File: src/rtl/serial_subtractor_pkg.sv
// Shared types and helpers for the bit-serial subtractor.
// Used by serial_subtractor (optional SERIAL_SUB_OVF_EN adds ovf).
package serial_subtractor_pkg;

    localparam int WIDTH_DEF = 8;

    typedef enum logic [1:0] {
        IDLE = 2'b00,
        RUN  = 2'b01,
        DONE = 2'b10
    } state_t;

    // Never returns 0 so a counter is at least one bit wide
    function automatic int clog2(input int v);
        int r;
        r = 0;
        for (int x = v - 1; x > 0; x = x >> 1) r++;
        return (r < 1) ? 1 : r;
    endfunction

endpackage

File: src/rtl/serial_subtractor_full_subtractor.sv
// Gate-level one-bit full subtractor: d = a - b - Bin.
// Bout is the borrow into the next bit.
module full_subtractor (
    input  logic a,
    input  logic b,
    input  logic Bin,
    output logic d,
    output logic Bout
);

    logic axb, na, naxb, t1, t2;

    xor g0 (axb, a, b);
    xor g1 (d, axb, Bin);
    not g2 (na, a);
    and g3 (t1, na, b);
    not g4 (naxb, axb);
    and g5 (t2, naxb, Bin);
    or  g6 (Bout, t1, t2);

endmodule

File: src/rtl/serial_subtractor.sv
// Bit-serial a - b, LSB first, one bit per clock with start/busy/done.
// Define SERIAL_SUB_OVF_EN to add the signed-overflow output ovf.
module serial_subtractor
    import serial_subtractor_pkg::*;
#(
    parameter int WIDTH = WIDTH_DEF
) (
    input  logic             clk,
    input  logic             rst,
    input  logic             start,
    input  logic [WIDTH-1:0] a,
    input  logic [WIDTH-1:0] b,
    output logic             busy,
    output logic             done,
    output logic [WIDTH-1:0] diff,
`ifdef SERIAL_SUB_OVF_EN
    output logic             ovf,
`endif
    output logic             bout
);

    localparam int CW = clog2(WIDTH);

    state_t state, state_nxt;

    logic [WIDTH-1:0] sa, sb;
    logic [CW-1:0]    cnt;
    logic             borrow;
    logic             d, bnext;
    logic             load, step, last;

    full_subtractor u_cell (
        .a    (sa[0]),
        .b    (sb[0]),
        .Bin  (borrow),
        .d    (d),
        .Bout (bnext)
    );

    assign last = (cnt == CW'(WIDTH - 1));
    assign busy = (state == RUN);
    assign done = (state == DONE);

    always_comb begin
        state_nxt = state;
        load      = 1'b0;
        step      = 1'b0;
        unique case (state)
            IDLE: begin
                if (start) begin
                    load      = 1'b1;
                    state_nxt = RUN;
                end
            end
            RUN: begin
                step = 1'b1;
                if (last) state_nxt = DONE;
            end
            DONE: begin
                if (start) begin
                    load      = 1'b1;
                    state_nxt = RUN;
                end else begin
                    state_nxt = IDLE;
                end
            end
            default: state_nxt = IDLE;
        endcase
    end

    always_ff @(posedge clk) begin
        if (rst) state <= IDLE;
        else     state <= state_nxt;
    end

    // diff is the result shift register itself, so it holds between runs
    always_ff @(posedge clk) begin
        if (rst) begin
            sa     <= '0;
            sb     <= '0;
            cnt    <= '0;
            borrow <= 1'b0;
            diff   <= '0;
            bout   <= 1'b0;
        end else if (load) begin
            sa     <= a;
            sb     <= b;
            cnt    <= '0;
            borrow <= 1'b0;
        end else if (step) begin
            sa     <= sa >> 1;
            sb     <= sb >> 1;
            cnt    <= cnt + CW'(1);
            borrow <= bnext;
            diff   <= {d, diff[WIDTH-1:1]};
            if (last) bout <= bnext;
        end
    end

`ifdef SERIAL_SUB_OVF_EN
    // On the last step sa[0]/sb[0] are the operand MSBs and d is diff MSB
    always_ff @(posedge clk) begin
        if (rst)              ovf <= 1'b0;
        else if (step && last) ovf <= (sa[0] ^ sb[0]) & (d ^ sa[0]);
    end
`endif

endmodule
File: config.mk
export PLATFORM = sky130hd
export DESIGN_NAME = serial_subtractor
export DESIGN_NICKNAME = d
export VERILOG_FILES = /design/src/rtl/serial_subtractor_pkg.sv /design/src/rtl/serial_subtractor_full_subtractor.sv /design/src/rtl/serial_subtractor.sv
export SDC_FILE = /design/constraint.sdc
export NUM_CORES = 1
export LEC_CHECK = 0
export ABC_CLOCK_PERIOD_IN_PS = 3000
export CORE_MARGIN = 3
export CORE_UTILIZATION = 50
export CTS_CLUSTER_SIZE = 40
export DETAILED_ROUTE_END_ITERATION = 6
export GPL_ROUTABILITY_DRIVEN = 0
export GPL_TIMING_DRIVEN = 0
export MAX_ROUTING_LAYER = met4
export PLACE_DENSITY_LB_ADDON = 0.15
export SYNTH_ARGS = -nofsm -noshare
export SYNTH_HDL_FRONTEND = slang
export SYNTH_SLANG_ARGS = --single-unit
export TNS_END_PERCENT = 100
File: constraint.sdc
create_clock -name clk -period 3 [get_ports clk]
set_clock_uncertainty 0.15 [all_clocks]
set_input_delay 0.3 -clock clk [delete_from_list [all_inputs] [get_ports clk]]
set_output_delay 0.3 -clock clk [all_outputs]
set_load 0.02 [all_outputs]
==> results of run 1 <==
[registers in the layout (all words and copies together) (netlist names)]
signal  flops
borrow      1
diff        8
sb          8
cnt         3
sa          8
bout        1
state       2
[Yosys cell counts (all sizes together)]
master,n,area share
ha,2,0.019
nand2b,2,0.0097
fa,1,0.015
o21a,1,0.0058
clkbuf,2,0.0058
a311oi,5,0.053
o22ai,10,0.048
a21oi,11,0.045
nor2b,2,0.0097
nand2,24,0.071
a22oi,1,0.0058
nand3,2,0.0077
buf,11,0.058
nor3,22,0.085
xnor2,1,0.0068
inv,3,0.013
a2111oi,1,0.021
mux2i,3,0.023
dfxtp,31,0.48
nor2,6,0.017
[stage by stage]
step / hold WS [ns] / std cells / util / cell area [sq um] / total power, mW
after global placement: 0.293 / 198 / 0.693 / 1620 / 0.607
after detailed placement: 0.307 / 198 / 0.693 / 1620 / 0.614
after floorplan: 0.214 / 141 / - / 1300 / 0.558
final: 0.318 / 206 / 0.722 / 1690 / 0.880
after global routing: 0.343 / 206 / 0.722 / 1690 / 0.927
after CTS: 0.319 / 206 / 0.722 / 1690 / 0.887
[layer usage]
layer / part of all wire / wire, um
met1: 0.42 / 1230
met2: 0.46 / 1350
met3: 0.084 / 246
met4: 0.036 / 106
met5: 0 / 0
[power groups by stage]
stage / clock network [mW] / registers, mW / logic (mW)
after floorplan: 0 / 0.458 / 0.0997
after global placement: 0 / 0.458 / 0.148
after detailed placement: 0 / 0.460 / 0.154
after CTS: 0.282 / 0.451 / 0.154
after global routing: 0.306 / 0.453 / 0.168
final: 0.275 / 0.451 / 0.154
[critical path: cells and delay by family (launching register included)]
kind          cells  cell delay, ns
flops             1            0.38
buf+inv           4            1.05
simple gates      1            0.09
[logic make-up after synthesis]
| kind of cell | Yosys count | share of synthesized area |
|---|---|---|
| buffers and inverters | 16 | 0.0763 |
| muxes | 3 | 0.0232 |
| DFF | 31 | 0.479 |
| adders and majority gates | 3 | 0.0347 |
| xor gates and xnor gates | 1 | 0.00676 |
| AOI/OAI and AO/OA | 29 | 0.180 |
| and+or+nand+nor | 58 | 0.201 |
[cell type report]
| cell class | count | area (sq um) | area share |
|---|---|---|---|
| flip-flops and latches | 31 | 621 | 0.367 |
| multi-input cells | 94 | 577 | 0.341 |
| repair buffers | 29 | 290 | 0.172 |
| plain buffers | 13 | 82.6 | 0.0489 |
| clock buffers | 8 | 68.8 | 0.0407 |
| well taps | 28 | 35.0 | 0.0207 |
| inverters | 3 | 16.3 | 0.00962 |
[final timing paths]
path	from	end	depth (start not counted)
setup / recovery	state[0]$_SDFFE_PP0P_	busy	5
hold / removal	diff[0]$_SDFFE_PP0P_	diff[0]$_SDFFE_PP0P_	2
setup reg to reg	sb[0]$_SDFFE_PP0P_	borrow$_SDFFE_PP0P_	3
hold reg to reg	diff[0]$_SDFFE_PP0P_	diff[0]$_SDFFE_PP0P_	2
==> flow_metrics.env, run 1 <==
export IMPL_firstDrtPassIters=4
export IMPL_synth_warnings=0
export IMPL_grt_util_met3=0.0575
export IMPL_pwr_share_comb=0.175
export IMPL_critPathCaptureType="output pin"
export IMPL_internal_power_uw=648
export IMPL_numCtsBuffers=5
export IMPL_synth_cells=141
export IMPL_final_layout_size_suffix_gt1_frac=0.140
export IMPL_setup_ws_ns=0.702
export IMPL_dieHeight_um=56.9
export IMPL_final_antenna_net_count=0
export IMPL_grt_busiest_layer="met2"
export IMPL_maxCapViolations=0
export IMPL_worst_slew_pin_slew_ns=0.580
export IMPL_mostFrequentLayoutCells="dfxtp_1 (31), clkdlybuf4s50_1 (29), nand2_1 (23)"
export IMPL_fp_coreArea_sq_um=2340
export IMPL_hold_buffers=0
export IMPL_finalCriticalPeriod_ns=2.30
export IMPL_grt_overflow_total=0
export IMPL_pre_cts_slack_ns=1.05
export IMPL_cp_arrival_ns=1.85
export IMPL_cts_sinks=31
export IMPL_grt_max_degree=11
export IMPL_synthesis_area_sq_um=1300
export IMPL_slew_headroom=0.614
export IMPL_grt_first_pass_wirelength_um=5060
export IMPL_antenna_found_initial=0
export IMPL_seq_power_share=0.512
export IMPL_root_buffer="clkbuf_4"
export IMPL_crit_type="flop to output pin"
export IMPL_hpwl_um=2170
export IMPL_cp_slowest_cell="clkdlybuf4s50_1"
export IMPL_rsz0062_at_grt="false"
export IMPL_setup_tns_final_ns=0
export IMPL_die_x_um=56.9
export IMPL_worstPathCellList="nand2b_1, buf_6, inv_6, buf_2, clkdlybuf4s50_1"
export IMPL_initial_core_util=0.554
export IMPL_antennaDiodeCount=0
export IMPL_io_pins=30
export IMPL_fillers=196
export IMPL_track_usage=0.210
export IMPL_ff2ff_setup_slack_ns=1.58
export IMPL_io_buffers=29
export IMPL_slew_viol_final=0
export IMPL_synth_fp_nets=163
export IMPL_clk_pin_slew_worst_paths_ns=0.09
export IMPL_drc=0
export IMPL_clkLatencyLatePin_ns=0.34
export IMPL_max_freq_mhz=435
export IMPL_avgSynthCellArea_sq_um=9.19
export IMPL_hold_violations=0
export IMPL_area_delta_synth_final_pct=30.4
export IMPL_finalWirelength_um=2930
export IMPL_seq_area_frac_synth=0.479
export IMPL_first_iter_violations=41
export IMPL_status="completed"
export IMPL_worstPathRequired_ns=2.55
export IMPL_nets=199
export IMPL_powerDensity_nw_per_um2=520
export IMPL_leakage_nw=0.607
export IMPL_slowest_delay_ns=0.64
export IMPL_final_period_utilization=0.766
export IMPL_cts_tree="built"
export IMPL_synth_cell_types=27
export IMPL_switching_share=0.264
export IMPL_met2_usage=0.310
export IMPL_grt_pass1_vias=1104
export IMPL_via_count=1175
export IMPL_placementRows=17
export IMPL_ys_ff_latch=31
export IMPL_wire_per_inst_um=14.2
export IMPL_dieArea_sq_um=3240
export IMPL_htreeDepth=2
export IMPL_cts_buffer_depth=2
export IMPL_grt_use_met1=0.251
export IMPL_cts_resized=0
export IMPL_worst_path_max_fanout=10
export IMPL_vias_per_cell=5.70
export IMPL_p_clk_frac=0.313
export IMPL_finalSetupViolations=0
export IMPL_hp_class="flop to flop"
export IMPL_post_cts_buffers=0
export IMPL_max_vdd_ir_drop_v=0.000473
export IMPL_setup_worst_path_start_class="flop"
export IMPL_p_switching_uw=232
export IMPL_final_common_cell="dfxtp_1"
No activity file was read; power rests on OpenSTA's default activity.
==> run 2: changes to the inputs <==
--- a/config.mk
+++ b/config.mk
@@ -5,9 +5,9 @@
 export SDC_FILE = /design/constraint.sdc
 export NUM_CORES = 1
 export LEC_CHECK = 0
-export ABC_CLOCK_PERIOD_IN_PS = 3000
+export ABC_CLOCK_PERIOD_IN_PS = 2029
 export CORE_MARGIN = 3
-export CORE_UTILIZATION = 50
+export CORE_UTILIZATION = 44
 export CTS_CLUSTER_SIZE = 40
 export DETAILED_ROUTE_END_ITERATION = 6
 export GPL_ROUTABILITY_DRIVEN = 0
==> constraint.sdc (replaced) <==
create_clock -name clk -period 2.03 [get_ports clk]
set_clock_uncertainty 0.15 [all_clocks]
set_input_delay 0.203 -clock clk [delete_from_list [all_inputs] [get_ports clk]]
set_output_delay 0.203 -clock clk [all_outputs]
set_load 0.02 [all_outputs]
==> flow_metrics.env, run 2 (synthesized netlist as in run 1, its figures left out) <==
export IMPL_status="completed"
export IMPL_register_area_sq_um=621
export IMPL_cts_tree="built"
export IMPL_track_usage=0.195
export IMPL_worst_slew_pin_slew_ns=0.596
export IMPL_dieHeight_um=60.3
export IMPL_htreeDepth=2
export IMPL_final_antenna_net_count=0
export IMPL_io_pins=30
export IMPL_mostFrequentLayoutCells="dfxtp_1 (31), clkdlybuf4s50_1 (28), nand2_1 (23)"
export IMPL_grt_max_degree=11
export IMPL_root_buffer="clkbuf_4"
export IMPL_post_cts_buffers=0
export IMPL_area_delta_synth_final_pct=29.2
export IMPL_grt_first_pass_wirelength_um=5020
export IMPL_antenna_found_initial=0
export IMPL_slew_headroom=0.603
export IMPL_clkLatencyLatePin_ns=0.32
export IMPL_hold_depth=3
export IMPL_grt_pass1_vias=1174
export IMPL_initial_core_util=0.466
export IMPL_cp_slowest_cell="dlygate4sd2_1"
export IMPL_hold_buffers=0
export IMPL_clk_pin_slew_worst_paths_ns=0.09
export IMPL_hpwl_um=2140
export IMPL_numCtsBuffers=5
export IMPL_setup_tns_final_ns=0
export IMPL_setup_worst_path_start_class="flop"
export IMPL_finalSetupViolations=0
export IMPL_leakage_nw=0.601
export IMPL_worst_path_max_fanout=10
export IMPL_worstPathRequired_ns=1.68
export IMPL_slowest_delay_ns=0.35
export IMPL_stdcell_count=209
export IMPL_grt_overflow_total=0
export IMPL_final_common_cell="dfxtp_1"
export IMPL_cts_buffer_depth=2
export IMPL_placementRows=19
export IMPL_slew_viol_final=0
export IMPL_powerDensity_nw_per_um2=728
export IMPL_wire_per_inst_um=14.3
export IMPL_rsz0062_at_grt="false"
export IMPL_dpl_instance_area_sq_um=1630
export IMPL_nets=199
export IMPL_vias_per_cell=5.50
export IMPL_crit_type="flop to output pin"
export IMPL_multiInputGateArea_sq_um=577
export IMPL_drc=0
export IMPL_r2r_cells=3
export IMPL_fillers=277
export IMPL_cp_arrival_ns=1.53
export IMPL_p_total_mw=1.22
export IMPL_max_freq_mhz=532
export IMPL_stdcell_area_sq_um=1670
export IMPL_final_period_utilization=0.926
export IMPL_holdWs_ns=0.299
export IMPL_final_layout_size_suffix_gt1_frac=0.135
export IMPL_hp_class="primary input to flop"
export IMPL_place_inst=201
export IMPL_firstDrtPassIters=4
export IMPL_dieArea_sq_um=3630
export IMPL_cts_resized=1
export IMPL_max_vdd_ir_drop_v=0.000628
export IMPL_hold_violations=0
export IMPL_die_x_um=60.3
export IMPL_finalCriticalPeriod_ns=1.88
export IMPL_finalWirelength_um=2990
export IMPL_via_count=1149
export IMPL_io_buffers=29
export IMPL_worstPathCellList="nand2b_1, buf_6, inv_6, buf_2, dlygate4sd2_1"
export IMPL_maxCapViolations=0
export IMPL_fp_coreArea_sq_um=2780
export IMPL_top_regs="diff x8, sa x8, sb x8"
export IMPL_critPathCaptureType="output pin"
export IMPL_first_iter_violations=44
export IMPL_antennaDiodeCount=0
export IMPL_cts_sinks=31
## run 2: cell count changes in the layout (fill, tap and decap cells not counted), sizes merged
cell | before | now
dlygate4sd2 | 0 | 1
clkdlybuf4s50 | 29 | 28
clkbuf | 10 | 9
clkinv | 0 | 1
## run 2: cell type report
class | count | area share
Tap cell | 31 | 0.0232
Multi-Input combinational cell | 94 | 0.345
Clock inverter | 1 | 0.00299
Inverter | 3 | 0.00972
Clock buffer | 7 | 0.0269
Buffer | 13 | 0.0493
Sequential cell | 31 | 0.371
Timing Repair Buffer | 29 | 0.173
## run 2: worst max-delay path: cells and delay by family, from the launching register on
family,cells,cell delay [ns]
buffers and inverters,4,0.75
flip-flops,1,0.31
AND/OR/NAND/NOR,1,0.14
## run 2: where the power goes
part | internal (mW) | total [mW] | leakage, nW | switching (mW)
clock | 0.135 | 0.326 | 0.0293 | 0.191
combinational | 0.108 | 0.226 | 0.317 | 0.119
sequential | 0.645 | 0.666 | 0.254 | 0.0210
## run 2: layer usage
metal,vias to the layer above,global-route usage,share of wire
met5,-,-,0
li1,570,-,-
met4,0,0.0538,0
met3,0,0.0734,0.067
met1,548,0.232,0.45
met2,31,0.307,0.48
## run 2: final timing paths
kind                    startpoint                    to  slack [ns]
min reg2reg   diff[0]$_SDFFE_PP0P_  diff[0]$_SDFFE_PP0P_        0.31
max reg2reg     sb[0]$_SDFFE_PP0P_   borrow$_SDFFE_PP0P_        0.61
min                           a[7]    sa[7]$_SDFFE_PP0P_        0.30
max          state[1]$_SDFFE_PP0P_                  busy        0.15
## run 2: per-stage QoR
stage | util | setup WS, ns
final | 0.602 | 0.150
after global routing | 0.602 | 0.0327
after CTS | 0.602 | 0.127
after detailed placement | 0.584 | 0.201
after global placement | 0.584 | 0.210
after floorplan | - | 0.685
